==> src/rtl/serial_subtractor.sv <==
// serial_subtractor: bit-serial, LSB-first subtractor computing
// D = A - B - Bin over WIDTH cycles with a single full-subtractor cell.
// Optional feature macro: SERIAL_SUBTRACTOR_OVERFLOW_EN enables the signed
// overflow flag V. When the macro is undefined, V is tied to 0.
module serial_subtractor #(
  parameter int WIDTH = 8
) (
  input  logic             clk,
  input  logic             rst,
  input  logic             start,
  input  logic [WIDTH-1:0] A,
  input  logic [WIDTH-1:0] B,
  input  logic             Bin,
  output logic             busy,
  output logic             done,
  output logic [WIDTH-1:0] D,
  output logic             Bout,
  output logic             V
);

  localparam int CW = (WIDTH > 2) ? $clog2(WIDTH) : 1;
  localparam logic [CW-1:0] LAST = CW'(WIDTH - 1);

  typedef enum logic [1:0] {IDLE, SHIFT, DONE} state_t;

  state_t           state, next_state;
  logic             accept;
  logic             last_bit;
  logic [WIDTH-1:0] a_sr, b_sr, res_sr;
  logic             borrow;
  logic [CW-1:0]    cnt;
  logic             a_bit, b_bit, d_bit, borrow_next;

  // Full-subtractor cell working on the current LSBs and the stored borrow.
  assign a_bit       = a_sr[0];
  assign b_bit       = b_sr[0];
  assign d_bit       = a_bit ^ b_bit ^ borrow;
  assign borrow_next = (~a_bit & b_bit) | (~(a_bit ^ b_bit) & borrow);

  assign last_bit = (state == SHIFT) && (cnt == LAST);
  assign busy     = (state == SHIFT);
  assign done     = (state == DONE);

  // State register; reset wins over any start in the same cycle.
  always_ff @(posedge clk) begin
    // NOTE: every clocked assignment is non-blocking so all flops update
    // from pre-edge values, independent of statement order.
    if (rst) state <= IDLE;
    else     state <= next_state;
  end

  // Next-state decode and start acceptance (start is ignored while shifting).
  always_comb begin
    // NOTE: defaults come first so no path leaves a signal unassigned,
    // which would otherwise infer a latch.
    next_state = state;
    accept     = 1'b0;
    case (state)
      IDLE: begin
        if (start) begin
          accept     = 1'b1;
          next_state = SHIFT;
        end
      end
      SHIFT: begin
        if (cnt == LAST) next_state = DONE;
      end
      DONE: begin
        if (start) begin
          accept     = 1'b1;
          next_state = SHIFT;
        end else begin
          next_state = IDLE;
        end
      end
      default: next_state = IDLE;
    endcase
  end

  // Operand shift registers, borrow flop, bit counter and result shifter.
  always_ff @(posedge clk) begin
    // NOTE: these registers are small, so they are reset along with the
    // control state; a real memory array would not be reset this way.
    if (rst) begin
      a_sr   <= '0;
      b_sr   <= '0;
      res_sr <= '0;
      borrow <= 1'b0;
      cnt    <= '0;
    end else if (accept) begin
      a_sr   <= A;
      b_sr   <= B;
      res_sr <= '0;
      borrow <= Bin;
      cnt    <= '0;
    end else if (state == SHIFT) begin
      a_sr   <= a_sr >> 1;
      b_sr   <= b_sr >> 1;
      res_sr <= {d_bit, res_sr[WIDTH-1:1]};
      borrow <= borrow_next;
      if (!last_bit) cnt <= cnt + 1'b1;
    end
  end

  // Visible results change only on the edge that enters DONE.
  always_ff @(posedge clk) begin
    if (rst) begin
      D    <= '0;
      Bout <= 1'b0;
    end else if (last_bit) begin
      D    <= {d_bit, res_sr[WIDTH-1:1]};
      Bout <= borrow_next;
    end
  end

`ifdef SERIAL_SUBTRACTOR_OVERFLOW_EN
  logic a_msb, b_msb;

  // Capture operand sign bits at start; V follows D on entry to DONE.
  always_ff @(posedge clk) begin
    if (rst) begin
      a_msb <= 1'b0;
      b_msb <= 1'b0;
      V     <= 1'b0;
    end else begin
      if (accept) begin
        a_msb <= A[WIDTH-1];
        b_msb <= B[WIDTH-1];
      end
      if (last_bit) V <= (a_msb ^ b_msb) & (a_msb ^ d_bit);
    end
  end
`else
  assign V = 1'b0;
`endif

endmodule

==> config.mk <==
export PLATFORM = sky130hd
export DESIGN_NAME = serial_subtractor
export DESIGN_NICKNAME = d
export VERILOG_FILES = /design/src/rtl/serial_subtractor.sv
export SDC_FILE = /design/constraint.sdc
export NUM_CORES = 1
export LEC_CHECK = 0
export BUFFER_PORTS_ARGS = -buffer_cell sky130_fd_sc_hd__buf_2
export CAP_MARGIN = 40
export CORE_UTILIZATION = 25
export CTS_BUF_LIST = sky130_fd_sc_hd__clkbuf_8 sky130_fd_sc_hd__clkbuf_16
export CTS_CLUSTER_SIZE = 24
export DETAILED_ROUTE_END_ITERATION = 6
export SLEW_MARGIN = 15
export SYNTH_ARGS = -nofsm -noshare
export SYNTH_HDL_FRONTEND = slang
export SYNTH_SLANG_ARGS = --single-unit
==> constraint.sdc <==
create_clock -name clk -period 1.4 [get_ports clk]
set_input_delay 0.14 -clock clk [delete_from_list [all_inputs] [get_ports clk]]
set_output_delay 0.14 -clock clk [all_outputs]
set_load 0.02 [all_outputs]
==> results.cfg <==
[finish]
area.sequential_um2 = 762.0
multiInputGateArea_um2 = 706.9
drive_gt1_share_pct = 27.36
antennaDiodeCount = 0
fill_cells = 649
nets = 236
area_delta_synth_final_pct = 22.97
instances_no_fill = 287

[global_routing]
grt_pass1_wl_um = 5699
overflow = 0
grt_antenna_before_repair = 0
grtUsageTotal_pct = 11.65
grt_max_degree = 21
grt_pass1_vias = 1249

[worst_hold_path]
worstHoldStart = B[7]
hold_path_depth = 3
hp-class = in -> reg

[floorplanning]
die_w_um = 80.81
fp.coreArea_um2 = 5956
rows = 28
die_h_um = 80.81
io_pins = 32
start_util_pct = 26.07
dieArea_um2 = 6530

[yosys]
synth_top_area_share_pct = 48.99
ys.flop_type = dfxtp_1
syn-num-nets = 202
avgSynthCellArea_um2 = 8.675
ys_seq_elements = 38
synth_area_leaders = dfxtp_1, nand2_1, a21oi_1, a311oi_2, nand3_1
netlist_area_um2 = 1553
synth.largest_area_cell = dfxtp_1
async_reset_ff_share_pct = 0
yosysUniqueCellTypes = 28
synth_edf_count = 0
synth_cells = 179
yosysSeqAreaShare_pct = 48.99
yosysWarnings = 0

[timing]
finClkSkew_ns = 0.001723
rsz0062_at_grt = no
finalSetupViolCount = 0
hold_ws_ns = 0.1061
fmax_mhz = 747.0
finalCriticalPeriod_ns = 1.339
drv_slew = 0
fin_crit_sh_pct = 95.62
finalHoldViolations = 0

[placement]
dp_hpwl_um = 2329
dp_cells = 280
io_buffers = 30
gp_congestion = 0.7169

[clock_tree]
htreeDepth = 2
clk_pin_slew_ns = 0.07
cts-root-buf = clkbuf_8
hold_buffers = 0
cts.sinks = 38
cts_buffers = 5
cts_tree = yes
cts_setup_buffers = 0
clk_latency_ns = 0.28
clk_path_buf_depth = 2

[drt]
vias_per_cell = 4.585
drc = 0
detail_route.wl_per_cell_um = 11.85
drt-initial-drc-count = 79
ant_nets = 0
wl_um = 3402
dr.pass1.iters = 4
num_vias = 1316

[critical_path]
timing.rr.start = cnt[0]
critPathMaxStageDelay_ns = 0.40
endpoint_kind = output pin
rr_worst_depth = 5
crit_fanout = 16
worstPathRequired_ns = 1.26
cp_cell_sequence = nand2b_4, bufinv_8, buf_2
crit_start = state[0]
path_class = reg -> out
worst_path_max_delay_cell = dfxtp_2
critPathArrivalTime_ns = 1.20
cp-start-kind = flop

[power_and_ir_drop]
powerDensity_nw_per_um2 = 1128
power.leakage_nw = 0.7335
max-vdd-ir-drop_mv = 0.3288

[outcome]
outcome = complete, no violations

[flow_run]
cap_violations = 0
==> cells in the mapped netlist (2+ instances only) <==
master / number
dfxtp_1: 38
nor2_1: 9
nor3_1: 11
buf_4: 2
o22ai_1: 6
buf_6: 2
inv_1: 2
nor2b_1: 2
a21oi_1: 23
a311oi_1: 2
nand3_1: 13
nand2_1: 35
clkbuf_1: 3
a22oi_1: 3
nand2b_1: 3
o21ai_0: 2
buf_2: 7
a311oi_2: 5
ha_1: 2
==> layout make-up <==
type / count / share of cell area, %
repair inverters: 1 / 0.3277
inverters: 3 / 1.311
clock buffers: 6 / 4.325
multi-input cells: 123 / 37.02
repair buffers: 41 / 12.19
well taps: 75 / 4.915
flip-flops and latches: 38 / 39.91
==> worst max-delay path: cells and delay by family, from the launching register on <==
family        cells  cell delay (ns)
simple gates      1             0.09
flops             1             0.40
buf+inv           2             0.43
==> routing by layer <==
| metal | share of wire [%] | up-vias | GRT usage (%) |
|---|---|---|---|
| li1 | - | 682 | - |
| met1 | 51 | 607 | 14.65 |
| met2 | 44 | 21 | 17.90 |
| met3 | 3.9 | 6 | 3.596 |
| met4 | 1.7 | 0 | 5.893 |
| met5 | 0 | - | 0 |
==> stage by stage <==
stage,setup WS (ns),area [um2],total power [W],util [%],setup TNS [ns]
after floorplan,0.1018,1553,0.001384,-,0
after global placement,0.03518,1792,0.001448,30.08,0
after detailed placement,-0.02043,1792,0.001453,30.08,-0.02043
after CTS,0.002532,1907,0.002189,32.02,0
after global routing,0.004846,1909,0.002272,32.06,0
final,0.06139,1909,0.002154,32.06,0
==> layout by cell type (no fill, tap or decap) <==
cell type	n
a21oi_1	23
conb_1	1
o22ai_1	6
inv_4	1
nand2b_4	1
buf_4	11
buf_2	30
clkbuf_8	6
nand3_1	13
ha_2	1
a311oi_2	5
nor2b_1	2
o21ai_0	2
a22oi_1	3
xnor2_1	1
mux2i_1	1
ha_1	1
fa_1	1
nor3b_4	1
nor2_1	9
nor3_1	11
a2bb2oi_1	1
a311oi_1	2
bufinv_8	1
inv_1	2
dfxtp_2	1
dfxtp_1	37
nand2_1	35
nand3b_1	1
nand2b_1	2
==> state kept, by name (all words and copies together), names as in the netlist <==
| name | cells |
|---|---|
| D | 8 |
| a_sr | 8 |
| b_sr | 8 |
| res_sr | 7 |
| cnt | 3 |
| state | 2 |
| Bout | 1 |
| borrow | 1 |
==> kinds of logic (layout without fill, tap and decap cells) <==
logic type	count (synthesis)	in the layout	share of synthesized area (%)
multiplexers	1	1	0.6447
AND/OR/NAND/NOR	75	75	21.68
AO/OA/AOI/OAI	42	42	18.45
flip-flops	38	38	48.99
other	1	1	0.2415
buffers and inverters	18	51	6.527
adder cells (fa/ha/maj)	3	3	2.901
XOR/XNOR	1	1	0.5642
==> worst paths after layout <==
kind / end / slack (ns)
min reg2reg: D[1] / 0.45
min: b_sr[7] / 0.11
max reg2reg: cnt[0] / 0.08
max: busy / 0.06
==> repair_timing <==
item	CTS	global route
hold endpoints to repair	0	0
resized for setup	5	1
endpoints found under the setup margin	3	12
cloned	1	0
==> power breakdown <==
part           leakage [nW]  switching [W]  total [W]  internal, W
clock network        0.0431       0.000332   0.000711     0.000379
logic                 0.380       0.000161   0.000283     0.000121
registers             0.310      0.0000281    0.00116      0.00113
total                 0.733       0.000522    0.00215      0.00163
Note: power is estimated with default switching activity, not from simulation.
